### src/rtl/lane_bank_sweeper.sv
// Round-robin sequencer sharing a lane-enable vector between two banks:
// the winner's lanes turn on one per cycle, stay fully on for a hold count, then release together.
module lane_bank_sweeper #(
  parameter int unsigned WIDTH  = 16,
  parameter int unsigned SPLIT  = 10,
  parameter int unsigned HOLD_W = 4
) (
  input  logic              clk,
  input  logic              rst_n,
  input  logic [1:0]        req,
  input  logic [HOLD_W-1:0] hold_a,
  input  logic [HOLD_W-1:0] hold_b,
  output logic [1:0]        grant,
  output logic [WIDTH-1:0]  o,
  output logic              busy,
  output logic              done
);

  localparam int unsigned IDX_W = (WIDTH > 2) ? $clog2(WIDTH) : 1;
  localparam logic [IDX_W-1:0] LAST_A = IDX_W'(SPLIT - 1);
  localparam logic [IDX_W-1:0] LAST_B = IDX_W'(WIDTH - SPLIT - 1);
  localparam logic [IDX_W-1:0] BASE_B = IDX_W'(SPLIT);

  typedef enum logic [1:0] {IDLE, SWEEP, HOLD, RELEASE} state_t;

  state_t             state, state_n;
  logic [1:0]         grant_n;
  logic [WIDTH-1:0]   o_n;
  logic               busy_n, done_n;
  logic               ptr, ptr_n;
  logic [IDX_W-1:0]   idx, idx_n;
  logic [HOLD_W-1:0]  hcnt, hcnt_n;
  logic               win_b;
  logic [IDX_W-1:0]   lane;
  logic [IDX_W-1:0]   last;

  always_ff @(posedge clk or negedge rst_n) begin
    if (!rst_n) begin
      state <= IDLE;
      grant <= 2'b00;
      o     <= '0;
      busy  <= 1'b0;
      done  <= 1'b0;
      ptr   <= 1'b0;
      idx   <= '0;
      hcnt  <= '0;
    end else begin
      state <= state_n;
      grant <= grant_n;
      o     <= o_n;
      busy  <= busy_n;
      done  <= done_n;
      ptr   <= ptr_n;
      idx   <= idx_n;
      hcnt  <= hcnt_n;
    end
  end

  // Next-state and registered-output logic; the full bank always gets one
  // HOLD pass so that H=0 still shows it for exactly one cycle.
  always_comb begin
    state_n = state;
    grant_n = grant;
    o_n     = o;
    done_n  = 1'b0;
    ptr_n   = ptr;
    idx_n   = idx;
    hcnt_n  = hcnt;
    win_b   = (req == 2'b10) || ((req == 2'b11) && ptr);
    lane    = (grant[1] ? BASE_B : IDX_W'(0)) + idx;
    last    = grant[1] ? LAST_B : LAST_A;

    case (state)
      IDLE: begin
        o_n = '0;
        if (req != 2'b00) begin
          grant_n = win_b ? 2'b10 : 2'b01;
          hcnt_n  = win_b ? hold_b : hold_a;
          idx_n   = '0;
          ptr_n   = ~win_b;
          state_n = SWEEP;
        end
      end
      SWEEP: begin
        o_n   = o | (WIDTH'(1) << lane);
        idx_n = idx + IDX_W'(1);
        if (idx == last) state_n = HOLD;
      end
      HOLD: begin
        if (hcnt == '0) begin
          o_n     = '0;
          grant_n = 2'b00;
          done_n  = 1'b1;
          state_n = RELEASE;
        end else begin
          hcnt_n = hcnt - HOLD_W'(1);
        end
      end
      RELEASE: state_n = IDLE;
      default: state_n = IDLE;
    endcase

    busy_n = (state_n != IDLE);
  end

endmodule

### config.mk
export PLATFORM = sky130hd
export DESIGN_NAME = lane_bank_sweeper
export DESIGN_NICKNAME = d
export VERILOG_FILES = /design/src/rtl/lane_bank_sweeper.sv
export SDC_FILE = /design/constraint.sdc
export NUM_CORES = 1
export LEC_CHECK = 0
export ABC_AREA = 1
export CORE_UTILIZATION = 51
export CTS_BUF_LIST = sky130_fd_sc_hd__clkbuf_16
export DETAILED_ROUTE_END_ITERATION = 10
export PLACE_DENSITY = 0.81
export SLEW_MARGIN = 20
export SYNTH_ARGS = -nofsm -noshare
export SYNTH_HDL_FRONTEND = slang
export SYNTH_SLANG_ARGS = --single-unit
### constraint.sdc
create_clock -name clk -period 1.9 [get_ports clk]
set_input_delay 0.285 -clock clk [delete_from_list [all_inputs] [get_ports clk]]
set_output_delay 0.285 -clock clk [all_outputs]
set_load 0.05 [all_outputs]
==> metrics.csv, run 1 <==
metric,value,unit
status,"finished, final reports clean",
Clock Skew,0.00266,ns
Psw,2.00,mW
total CTS buffers,5,
DRC Markers,0,
CTS tree,done,
worst-path cell chain,clkdlybuf4s50_1,
clock network fraction of total power,0.183,
Layout area overhead,29.5,%
number of synthesized register bits,31,
fin nets,239,
CP endpoint kind,output pin,
RR Startpoint,hcnt[0],
final hold viol count,0,
Iter 0 DRT Violations,41,
vias in the first global route,1210,
Sequential Area,776,um2
RSZ-0062 raised after global routing,false,
die area,3450,um2
VDD IR-drop max,0.907,mV
GR Util All Layers,0.214,
yosys warns,0,
combinational share of power,0.541,
Mean Syn Cell Area,8.82,um2
DP HPWL,2190,um
Clock Sinks,31,
Inserted Diodes,0,
DR pass1 iterations,6,
Seq pwr share,0.276,
Internal,2.11,mW
IO Count,32,
CTS resizes,0,
FILL cells,250,
core footprint,3050,um2
"CP delay by family, top",buffers and inverters,
Initial Util,0.537,
root buf cell,clkbuf_16,
Worst-path clk slew,0.05,ns
row cnt,20,
Multi-input gate area,742,um2
number of max-cap violations,0,
Post CTS Setup Buffer Count,0,
DR vias,1338,
syn nets,203,
DIE HEIGHT,58.7,um
Die X-Extent,58.7,um
Fmax achieved,0.581,GHz
vias per cell,5.01,
P per Cell Area,1930,nW/um2
Syn Inst Count,186,
critical-path maximum fanout,2,
H-tree Lvls,2,
Routed WL,3200,um
GP Congestion,0.871,
Max stage delay on crit path,0.81,ns
Setup CP Type,reg2out,
worst setup path startpoint,o[10],
Slew @ Worst Pin,0.497,ns
CP startpoint kind,register,
Netlist cell types,27,
Mapped Area,1640,um2
Final ANT Viol Nets,0,
Critical path buffers and inverters,1,
wire length of the first global-routing pass,5400,um
Skew-Pair Late Insertion Delay,0.27,ns
Worst path slowest cell,clkdlybuf4s50_1,
initial antenna violation count,0,
WL per Instance,12.0,um
"Power, Total",4.11,mW
total congestion overflow,0,
minimum clock period,1.72,ns
pin count of the biggest net entering global routing,32,
setup tns final,0,ns
Net Sw Frac,0.487,
Hold WC Path Type,in2async,
Clock Tree Buf Depth,2,
share of cells above drive strength 1,0.179,
Leakage,1.01,nW
Worst Path Arrival,1.43,ns
Post-CTS Hold Buffers,0,
register area share after synthesis,0.473,
Tcrit/Tclk final,0.905,
number of port buffers,31,
"Req. time, crit path",1.62,ns
Worst slew margin,0.668,
# setup viols final,0,
max-slew violation count,0,
## synthesized netlist by cell type (all sizes together)
library cell  count  area (um2)
buf               3        26.3
xnor2             1        8.76
nor3              1        10.0
a21oi             3        15.0
o22ai             1        6.26
ha                5        62.6
nor2             14        83.8
nand2            39         166
or2               1        6.26
inv              23        96.4
nand3            41         225
o21ai            22         151
nand4             1        6.26
dfrtp            31         776
## stage by stage
step,utilization,setup WS [ns],std cells,hold slack [ns],cell area [um2]
after floorplan,-,0.275,186,-0.0106,1640
after global placement,0.650,0.396,259,0.466,1980
after detailed placement,0.650,0.363,259,0.466,1980
after CTS,0.696,0.178,267,0.427,2120
after global routing,0.696,0.118,267,0.451,2120
final,0.696,0.180,267,0.409,2120
## cell families (layout without fill, tap and decap cells)
logic type,count (synthesis),in the layout,share of synthesized area
AO/OA/AOI/OAI,26,26,0.105
XOR/XNOR,1,1,0.00534
adder cells (fa/ha/maj),5,5,0.0381
buffers and inverters,26,63,0.0748
flip-flops,31,31,0.473
AND/OR/NAND/NOR,97,97,0.304
## layout by cell type (no fill, tap or decap), drive strengths merged
| cell | count |
|---|---|
| dfrtp | 31 |
| buf | 2 |
| clkbuf | 5 |
| nor2 | 14 |
| clkdlybuf4s50 | 30 |
| or2 | 1 |
| inv | 23 |
| xnor2 | 1 |
| nor3 | 1 |
| nand3 | 41 |
| ha | 5 |
| a21oi | 3 |
| clkinv | 3 |
| nand4 | 1 |
| o21ai | 22 |
| nand2 | 39 |
| o22ai | 1 |
## final cells by class
| type | instances | area share |
|---|---|---|
| inverters | 23 | 0.0453 |
| repair buffers | 32 | 0.148 |
| clock buffers | 5 | 0.0589 |
| clock inverters | 3 | 0.00707 |
| flip-flops and latches | 31 | 0.365 |
| well taps | 44 | 0.0259 |
| multi-input cells | 129 | 0.349 |
## per-layer routing
layer  wire, um  up-vias  track usage
met5          0        -            0
met4         51        0       0.0918
li1           -      686            -
met3        109        8       0.0462
met2       1520       30        0.353
met1       1530      614        0.272
## registers in the layout (all words and copies together) (netlist names)
signal	count
state	2
hcnt	4
grant	2
done	1
ptr	1
busy	1
o	16
idx	4
## power groups by stage
stage	Clock, mW	Sequential (mW)	Combinational (mW)
final	0.751	1.14	2.22
after global routing	0.788	1.17	2.45
after CTS	0.761	1.13	2.24
after detailed placement	0	1.14	2.21
after global placement	0	1.13	2.18
after floorplan	0	1.59	1.23
## worst paths after layout
path	cells past startpoint	slack [ns]	endpoint
setup / recovery	1	0.18	o[10]
setup reg to reg	7	0.32	o[3]
min in group clk	2	0.49	hcnt[0]
max in group asynchronous	2	1.21	ptr
hold reg to reg	2	0.49	hcnt[0]
hold / removal	2	0.41	o[4]
Power figures use the tool's default switching activity.
==> run 2, diff against run 1 <==
--- a/config.mk
+++ b/config.mk
@@ -6,10 +6,12 @@
 export NUM_CORES = 1
 export LEC_CHECK = 0
 export ABC_AREA = 1
+export CORE_ASPECT_RATIO = 1.2
 export CORE_UTILIZATION = 51
 export CTS_BUF_LIST = sky130_fd_sc_hd__clkbuf_16
 export DETAILED_ROUTE_END_ITERATION = 10
 export PLACE_DENSITY = 0.81
+export RECOVER_POWER = 100
 export SLEW_MARGIN = 20
 export SYNTH_ARGS = -nofsm -noshare
 export SYNTH_HDL_FRONTEND = slang
==> metrics.csv, run 2 (same netlist as run 1, synthesis figures left out) <==
metric,value,unit,change
DIE HEIGHT,64.1,um,+9.2%
"Most flops, register",o,,
WL per Instance,12.1,um,+1.1%
DRC Markers,0,,unchanged
pin count of the biggest net entering global routing,32,,unchanged
Initial Util,0.537,,about the same
WHS Path Cells,2,,
Skew-Pair Late Insertion Delay,0.27,ns,about the same
vias per cell,5.31,,+5.9%
cells on worst reg2reg path,8,,+1
max-slew violation count,0,,unchanged
Max stage delay on crit path,0.88,ns,+0.07 ns
Final ANT Viol Nets,0,,unchanged
share of cells above drive strength 1,0.121,,-0.0583
Worst-path clk slew,0.05,ns,about the same
Clock Skew,0.00365,ns,+0.000991 ns
CTS tree,done,,
wire length of the first global-routing pass,5450,um,+1.0%
Iter 0 DRT Violations,46,,+12%
Setup CP Type,reg2out,,
row cnt,22,,+10%
Seq pwr share,0.290,,+0.014
most frequent cells in the layout,"38 x nand3_1, 36 x nand2_1, 31 x dfrtp_1, 20 x dlygate4sd3_1, 18 x o21ai_0",,
Worst path slowest cell,dlygate4sd3_1,,
Internal,2.01,mW,-4.7%
number of port buffers,31,,unchanged
Clock Sinks,31,,unchanged
GR Util All Layers,0.218,,+0.00428
largest registers in the final layout,"o x16, hcnt x4, idx x4",,
number of max-cap violations,0,,unchanged
DP HPWL,2270,um,+3.4%
# setup viols final,0,,unchanged
setup tns final,0,ns,unchanged
Worst slew margin,0.484,,-0.184
Clock Tree Buf Depth,2,,unchanged
RSZ-0062 raised after global routing,false,,
CP endpoint kind,output pin,,
P per Cell Area,1900,nW/um2,-2.0%
Slew @ Worst Pin,0.775,ns,+0.278 ns
Inserted Diodes,0,,unchanged
critical-path maximum fanout,2,,unchanged
Psw,1.91,mW,-4.8%
H-tree Lvls,2,,unchanged
final hold viol count,0,,unchanged
VDD IR-drop max,1.21,mV,+33%
Net Sw Frac,0.487,,about the same
DR vias,1375,,+2.8%
Leakage,1.04,nW,+2.8%
combinational share of power,0.524,,-0.017
worst-path cell chain,dlygate4sd3_1,,
Tcrit/Tclk final,0.945,,+0.0402
Worst Path Arrival,1.51,ns,+0.08 ns
Die X-Extent,53.8,um,-8.4%
"Req. time, crit path",1.62,ns,about the same
vias in the first global route,1255,,+3.7%
"CP delay by family, top",buffers and inverters,,
worst hold margin,0.483,ns,+0.0739 ns
Post CTS Setup Buffer Count,0,,unchanged
post-route cell area,2060,um2,-2.8%
clock network fraction of total power,0.187,,+0.004
max reg flops,16,,unchanged
Critical path buffers and inverters,1,,unchanged
DP Area,1970,um2,-0.50%
Layout area overhead,25.9,%,
total congestion overflow,0,,unchanged
CTS resizes,0,,unchanged
initial antenna violation count,0,,unchanged
die area,3450,um2,about the same
"commonest non-fill, non-tap cell in the layout",nand3_1,,
DR pass1 iterations,5,,-1
Hold WC Path Type,reg2reg,,
Fmax achieved,0.557,GHz,-4.3%
root buf cell,clkbuf_16,,
Post-CTS Hold Buffers,0,,unchanged
GP Congestion,0.827,,-5.0%
fin nets,239,,unchanged
minimum clock period,1.80,ns,+0.0764 ns
core footprint,3060,um2,about the same
Routed WL,3140,um,-1.9%
status,"finished, final reports clean",,
total CTS buffers,5,,unchanged
CP startpoint kind,register,,
IO Count,32,,unchanged
Crit path depth,1,,unchanged
[run 2: changes by cell type in the layout (fill, tap and decap cells not counted), moves of 2 or more]
cell             before  now
o21ai_2               8    2
clkdlybuf4s50_1      30   10
o21ai_1               9    1
clkinv_1              0    2
clkinv_2              3    0
dlygate4sd3_1         0   20
buf_4                 2    0
o21ai_0               4   18
[run 2: power groups by stage]
stage | registers, mW | logic [mW] | clock network [mW]
floorplan | 1.59 | 1.23 | 0
global placement | 1.14 | 2.18 | 0
detailed placement | 1.15 | 2.22 | 0
CTS | 1.14 | 2.24 | 0.741
global route | 1.16 | 2.29 | 0.769
finish | 1.13 | 2.05 | 0.732
[run 2: path summary, 6_finish.rpt]
check                      startpoint  slack (ns)        to
setup / recovery                 o[7]        0.10      o[7]
min in group asynchronous       rst_n        0.62  grant[0]
hold reg to reg               hcnt[0]        0.48   hcnt[0]
hold / removal                hcnt[0]        0.48   hcnt[0]
max in group asynchronous       rst_n        0.79     o[12]
setup reg to reg             state[0]        0.26   hcnt[0]
[run 2: per-stage QoR]
| stage | util | setup slack, ns | power, mW | instances |
|---|---|---|---|---|
| after floorplan | - | 0.275 | 2.82 | 186 |
| after global placement | 0.646 | 0.383 | 3.32 | 251 |
| after detailed placement | 0.646 | 0.336 | 3.37 | 251 |
| after CTS | 0.691 | 0.168 | 4.12 | 259 |
| after global routing | 0.676 | 0.0698 | 4.22 | 259 |
| final | 0.676 | 0.104 | 3.92 | 259 |
[run 2: final cells by class]
cell class | count | area (um2)
fill | 271 | 991
multi-input combinational | 129 | 702
inverter | 23 | 96.3
timing repair buffer | 32 | 309
clock inverter | 3 | 11.3
sequential | 31 | 776
tap | 36 | 45.0
clock buffer | 5 | 125
[run 2: routing by layer]
layer | up-vias | global-route usage | routed length, um
li1 | 691 | - | -
met1 | 632 | 0.255 | 1330
met2 | 46 | 0.363 | 1600
met3 | 6 | 0.0595 | 145
met4 | 0 | 0.0855 | 60
met5 | - | 0 | 0
